===== src/rtl/mul_div_controller.sv =====
// ALU operation decoder plus an iterative RV32M-style multiply/divide unit.
// One M op is handled at a time; the pipeline is held via stall until the result strobes.
module mul_div_controller #(
  parameter int WIDTH = 32
) (
  input  logic             clk,
  input  logic             rst_n,
  input  logic [1:0]       ALUOp,
  input  logic [6:0]       Funct7,
  input  logic [2:0]       Funct3,
  input  logic             valid_in,
  input  logic [WIDTH-1:0] SrcA,
  input  logic [WIDTH-1:0] SrcB,
  input  logic             flush,
  output logic [3:0]       Operation,
  output logic             stall,
  output logic [WIDTH-1:0] md_result,
  output logic             md_valid
);

  localparam int CW = $clog2(WIDTH) + 1;

  typedef enum logic [1:0] {IDLE, CALC, DONE} state_t;

  state_t r_state;
  state_t w_nextState;

  logic [2*WIDTH-1:0] r_acc;
  logic [WIDTH-1:0]   r_divisor;
  logic [WIDTH-1:0]   r_srcA;
  logic [WIDTH-1:0]   r_mdResult;
  logic [2:0]         r_f3;
  logic [CW-1:0]      r_cnt;
  logic               r_negRes;
  logic               r_negRem;
  logic               r_divZero;

  logic               w_mReq;
  logic               w_accept;
  logic               w_lastStep;
  logic               w_doneOk;
  logic               w_aSigned;
  logic               w_bSigned;
  logic               w_aNeg;
  logic               w_bNeg;
  logic [WIDTH-1:0]   w_aMag;
  logic [WIDTH-1:0]   w_bMag;
  logic [WIDTH:0]     w_mulSum;
  logic [WIDTH+1:0]   w_trial;
  logic [2*WIDTH-1:0] w_mulStep;
  logic [2*WIDTH-1:0] w_divStep;
  logic [2*WIDTH-1:0] w_prod;
  logic [WIDTH-1:0]   w_quo;
  logic [WIDTH-1:0]   w_rem;
  logic [WIDTH-1:0]   w_fixResult;

  assign w_mReq     = valid_in && (ALUOp == 2'b10) && (Funct7 == 7'b0000001);
  assign w_accept   = (r_state == IDLE) && w_mReq && !flush;
  assign w_lastStep = (r_cnt == CW'(WIDTH - 1));
  assign w_doneOk   = (r_state == DONE) && !flush;

  always_comb begin
    Operation = 4'b0000;
    case (ALUOp)
      2'b00: Operation = 4'b0010;
      2'b11: Operation = 4'b1010;
      2'b01: begin
        case (Funct3)
          3'b000:  Operation = 4'b1000;
          3'b100:  Operation = 4'b1011;
          3'b101:  Operation = 4'b1100;
          default: Operation = 4'b0000;
        endcase
      end
      2'b10: begin
        if (Funct7 == 7'b0000000) begin
          case (Funct3)
            3'b000:  Operation = 4'b0010;
            3'b001:  Operation = 4'b0110;
            3'b010:  Operation = 4'b1110;
            3'b100:  Operation = 4'b0100;
            3'b101:  Operation = 4'b0101;
            3'b110:  Operation = 4'b0001;
            3'b111:  Operation = 4'b0000;
            default: Operation = 4'b0000;
          endcase
        end else if (Funct7 == 7'b0100000) begin
          case (Funct3)
            3'b000:  Operation = 4'b0011;
            3'b101:  Operation = 4'b0111;
            default: Operation = 4'b0000;
          endcase
        end
      end
      default: Operation = 4'b0000;
    endcase
  end

  always_ff @(posedge clk or negedge rst_n) begin
    if (!rst_n) r_state <= IDLE;
    else        r_state <= w_nextState;
  end

  always_comb begin
    w_nextState = r_state;
    case (r_state)
      IDLE:    if (w_accept) w_nextState = CALC;
      CALC: begin
        if (flush)           w_nextState = IDLE;
        else if (w_lastStep) w_nextState = DONE;
      end
      DONE:    w_nextState = IDLE;
      default: w_nextState = IDLE;
    endcase
  end

  always_comb begin
    stall     = w_mReq && (r_state != DONE);
    md_valid  = w_doneOk;
    md_result = w_doneOk ? w_fixResult : r_mdResult;
  end

  // Divides use sign on F3[0]==0; MUL low half is sign-agnostic so it runs unsigned.
  always_comb begin
    if (Funct3[2]) begin
      w_aSigned = !Funct3[0];
      w_bSigned = !Funct3[0];
    end else begin
      w_aSigned = (Funct3 == 3'b001) || (Funct3 == 3'b010);
      w_bSigned = (Funct3 == 3'b001);
    end
    w_aNeg = w_aSigned && SrcA[WIDTH-1];
    w_bNeg = w_bSigned && SrcB[WIDTH-1];
    w_aMag = w_aNeg ? -SrcA : SrcA;
    w_bMag = w_bNeg ? -SrcB : SrcB;
  end

  // r_acc = {high, low}: multiplier or dividend enters low and shifts out as the result forms.
  always_comb begin
    w_mulSum  = {1'b0, r_acc[2*WIDTH-1:WIDTH]} + (r_acc[0] ? {1'b0, r_divisor} : '0);
    w_mulStep = {w_mulSum, r_acc[WIDTH-1:1]};
    w_trial   = {1'b0, r_acc[2*WIDTH-1:WIDTH-1]} - {2'b00, r_divisor};
    w_divStep = w_trial[WIDTH+1] ? {r_acc[2*WIDTH-2:0], 1'b0}
                                 : {w_trial[WIDTH-1:0], r_acc[WIDTH-2:0], 1'b1};
  end

  always_ff @(posedge clk or negedge rst_n) begin
    if (!rst_n) begin
      r_acc     <= '0;
      r_divisor <= '0;
      r_srcA    <= '0;
      r_f3      <= '0;
      r_cnt     <= '0;
      r_negRes  <= 1'b0;
      r_negRem  <= 1'b0;
      r_divZero <= 1'b0;
    end else if (w_accept) begin
      r_acc     <= {{WIDTH{1'b0}}, w_aMag};
      r_divisor <= w_bMag;
      r_srcA    <= SrcA;
      r_f3      <= Funct3;
      r_cnt     <= '0;
      r_negRes  <= w_aNeg ^ w_bNeg;
      r_negRem  <= w_aNeg;
      r_divZero <= (SrcB == '0);
    end else if (r_state == CALC) begin
      r_acc <= r_f3[2] ? w_divStep : w_mulStep;
      r_cnt <= r_cnt + 1'b1;
    end
  end

  // Signed overflow (MIN / -1) falls out of the magnitude path; only divide-by-zero needs overriding.
  always_comb begin
    w_prod      = r_negRes ? -r_acc : r_acc;
    w_quo       = r_divZero ? '1 : (r_negRes ? -r_acc[WIDTH-1:0] : r_acc[WIDTH-1:0]);
    w_rem       = r_divZero ? r_srcA
                            : (r_negRem ? -r_acc[2*WIDTH-1:WIDTH] : r_acc[2*WIDTH-1:WIDTH]);
    w_fixResult = '0;
    case (r_f3)
      3'b000:                 w_fixResult = w_prod[WIDTH-1:0];
      3'b001, 3'b010, 3'b011: w_fixResult = w_prod[2*WIDTH-1:WIDTH];
      3'b100, 3'b101:         w_fixResult = w_quo;
      3'b110, 3'b111:         w_fixResult = w_rem;
      default:                w_fixResult = '0;
    endcase
  end

  always_ff @(posedge clk or negedge rst_n) begin
    if (!rst_n)        r_mdResult <= '0;
    else if (w_doneOk) r_mdResult <= w_fixResult;
  end

endmodule


===== config.mk =====
export PLATFORM = sky130hd
export DESIGN_NAME = mul_div_controller
export DESIGN_NICKNAME = d
export VERILOG_FILES = /design/src/rtl/mul_div_controller.sv
export SDC_FILE = /design/constraint.sdc
export NUM_CORES = 1
export LEC_CHECK = 0
export ABC_AREA = 0
export ABC_CLOCK_PERIOD_IN_PS = 3900
export BUFFER_PORTS_ARGS = -buffer_cell sky130_fd_sc_hd__buf_2
export CORE_AREA = 10 10 234 169
export CTS_BUF_LIST = sky130_fd_sc_hd__clkbuf_2
export DETAILED_ROUTE_END_ITERATION = 10
export DIE_AREA = 0 0 244 179
export GPL_TIMING_DRIVEN = 0
export PLACE_DENSITY = 0.59
export SLEW_MARGIN = 20
export SYNTH_ARGS = -nofsm -noshare
export SYNTH_HDL_FRONTEND = slang
export SYNTH_SLANG_ARGS = --single-unit

===== constraint.sdc =====
create_clock -name clk -period 3.9 [get_ports clk]
set_input_delay 0.195 -clock clk [delete_from_list [all_inputs] [get_ports clk]]
set_output_delay 0.195 -clock clk [all_outputs]
set_load 0.05 [all_outputs]

==> run metrics <==
outcome finished with violations; violated checks setup timing; H-tree levels 4; clock sink count 174; Yosys top cell by area dfrtp_1; Layout area overhead 28.26%; Die H approximately 180 um; HP Class in2reg; CP endpoint kind output port; leading register cell type out of synthesis dfrtp_1; Sequential Power Share 39.0%; Netlist cell types a little under 80; Post-layout nets between 2,000 and 2,500; max_cap viols 0; Worst Setup Slack, final -0.7538 ns; crit path launch type flip-flop; RSZ-0062 raised after global routing true; total power ~5.4 mW; Post-Synthesis Cells roughly 2,000; # DRC 0; post-synthesis register bit count roughly 170; Final Cycle Share 119.3%; drt via density between 6 and 7; post-synthesis area per instance approximately 7.7 um^2; Mapped Nets around 2,200; final RePlAce weighted congestion about 1; Routed Antenna Nets 0; Power Density roughly 270 nW/um^2; post-route setup TNS -17.81 ns; Iteration-0 DRC Markers between 2,000 and 2,500; Slew headroom approximately 28%; arrival time worst endpoint between 4 and 5 ns; Clock transition at path regs around 0.35 ns; Placed Instances between 2,000 and 3,000; final cell count without fillers 2,843; vias in the first global route between 15,000 and 20,000; Synth top area share 27.93%; Hold Vio Cnt, Final 0; P_leak ~8.3 nW; DP Wirelength around 54 mm; I/O pin cnt ~120; Synth area leaders dfrtp_1, nand2_1, o21ai_0; WL/cell 25.45 um; Core Area approximately 35,000 um^2; Max Buffers Root-to-Sink 2; Final Setup Violations 32; fin area roughly 20,000 um^2; CP required approximately 3.7 ns; sw power 2.389 mW; CTS tree done; hold slack 0.04887 ns; fraction of registers with async set/reset 100.0%; layout cells sized above 1 17.66%; Slew @ Worst Pin about 1.1 ns; GRT Util Overall between 30% and 40%; peak supply drop about 0.15 mV; Post-synth EDFFs 0; Total Wirelength 72.34 mm; combinational power share about 42%; Int Power ~3.0 mW; Tmin final 4.654 ns; Die ar. roughly 44,000 um^2; Clk pwr share 18.9%; Setup CP Type reg2out; pin count of the biggest net entering global routing between 70 and 80; sequential fraction of the synthesis area about 28%; starting density of the core 44.20%; gr ovfl total 0; first-pass GRT wire length around 100 mm; CP max FO 6; R2R setup slack ~0.11 ns; antenna violations before repair 2; clock skew around 0.075 ns; DR vias about 18,000; Root Buffer clkbuf_2; die width 244 um; Sw Ratio between 40% and 50%; Fillers about 3,400; DRT Pass-1 Iters 6; Cell Area, Placed roughly 17,000 um^2; Synth warnings 0; mapped cell area between 15,000 and 20,000 um^2; max-slew violations 0; later-pin clock latency in the skew report around 0.96 ns; total CTS buffers 17; maximum clock rate 0.2149 GHz; row count 58; Buffers on Ports 115
-- power by group through the flow --
| stage | Combinational [mW] | Clock, mW | Sequential, mW |
|---|---|---|---|
| after detailed placement | 1.86 | 0 | 2.13 |
| after CTS | 2.09 | 1.03 | 2.10 |
| final | 2.28 | 1.02 | 2.11 |
| after global placement | 1.84 | 0 | 2.13 |
| after global routing | 2.42 | 1.11 | 2.12 |
| after floorplan | 1.27 | 0 | 2.05 |
-- stage by stage --
| stage | setup WS, ns | utilization (%) |
|---|---|---|
| after floorplan | 0.02212 | - |
| after global placement | -0.5049 | 47.62 |
| after detailed placement | -0.5054 | 47.83 |
| after CTS | -0.8153 | 54.72 |
| after global routing | -0.8422 | 56.68 |
| final | -0.7538 | 56.69 |
-- worst paths after layout --
check                                      startpoint                      to  cells after the start
min in group asynchronous                       rst_n   r_srcA[7]$_DFFE_PN0P_                      4
worst min register to register   r_cnt[5]$_DFFE_PN0P_  r_state[1]$_DFFE_PN0P_                      1
worst min-delay path                         SrcA[21]  r_srcA[21]$_DFFE_PN0P_                      4
max in group asynchronous                       rst_n   r_acc[31]$_DFFE_PN0P_                      4
worst max register to register  r_acc[31]$_DFFE_PN0P_   r_acc[62]$_DFFE_PN0P_                     13
worst max-delay path            r_acc[18]$_DFFE_PN0P_           md_result[19]                     10
-- cell families (layout without fill, tap and decap cells) --
| group | after synthesis | count (layout) | share of synthesized area [%] |
|---|---|---|---|
| AOI/OAI and AO/OA | 645 | 645 | 26.38 |
| xor gates and xnor gates | 192 | 192 | 10.79 |
| adders and majority gates | 71 | 71 | 5.795 |
| buffers and inverters | 208 | 540 | 5.201 |
| DFF | 174 | 174 | 27.93 |
| muxes | 62 | 62 | 4.005 |
| other | 0 | 2 | 0 |
| and+or+nand+nor | 677 | 677 | 19.89 |
-- registers in the layout, indices dropped and copies added, names as in the netlist, 2 cells and up --
| signal | flops |
|---|---|
| r_acc | 64 |
| r_cnt | 6 |
| r_divisor | 32 |
| r_f3 | 3 |
| r_mdResult | 32 |
| r_srcA | 32 |
| r_state | 2 |
-- repair_timing --
action                                  CTS  global route
pin swaps                                46            63
buffers inserted                         28            40
endpoints found under the hold margin   281             0
gates resized for setup                 203           104
endpoints found under the setup margin   70            62
gates cloned                              1             0
hold buffers                            121             0
-- layout by cell type (no fill, tap or decap), types with 14 or more instances in the layout --
cell type and count:
xor2_1 96, buf_4 65, a22oi_1 16, mux2i_1 59
nand3_1 39, dlygate4sd3_1 120, buf_2 90, o211ai_1 45
a21oi_1 123, nor2_1 142, o21ai_2 25, inv_1 66
ha_1 69, dfrtp_1 160, dfrtp_2 14, o21ai_0 175
xnor2_1 85, a21o_1 30, a31oi_1 14, clkbuf_1 99
o31ai_1 19, or4_1 16, nor3_1 35, nand2_1 299
buf_6 35, clkbuf_2 27, and3_1 16
-- routing by layer --
layer	vias up	global-route usage (%)	wire length (um)
li1	7972	-	-
met1	8589	47.55	33070
met2	1054	42.74	28210
met3	94	10.93	9956
met4	0	6.426	1104
met5	-	0	0
-- synth_stat cells, types with 9 or more instances --
cell type,n
nand2_1,305
o21ai_0,204
dfrtp_1,174
nor2_1,146
a21oi_1,137
clkbuf_1,115
xor2_1,101
xnor2_1,91
ha_1,69
inv_1,68
mux2i_1,59
o211ai_1,45
nand3_1,44
nor3_1,37
o31ai_1,32
a21o_1,30
or4_1,24
a211oi_1,20
a22oi_1,17
and3_1,17
o41ai_1,17
nor4_1,16
a221oi_1,15
a31oi_1,15
nand2b_1,14
o221ai_1,14
o22ai_1,14
or3_1,13
and2_1,12
nand4_1,11
nor2b_1,10
o21a_1,10
o21bai_1,10
buf_1,9
buf_2,9
-- worst max-delay path, cell delays in order (launching register included) --
cell and delay (ns):
dfrtp_1 0.48, or4_4 0.55, or3_4 0.45, or4b_4 0.61, or3_4 0.49, o21ai_2 0.17, xor2_1 0.20, o221ai_2 0.16
nand2_2 0.12, o311ai_4 0.10, buf_6 0.18
-- layout make-up --
type	instances	area (um^2)	share of cell area (%)
clock inverters	14	146.4	0.7322
multi-input cells	1647	11340	56.71
diodes	2	5.005	0.02503
well taps	480	600.6	3.004
flip-flops and latches	174	4372	21.87
clock buffers	18	90.09	0.4506
plain buffers	130	564.3	2.822
repair buffers	307	2608	13.04
inverters	71	269.0	1.346
Note: power is estimated with default switching activity, not from simulation.
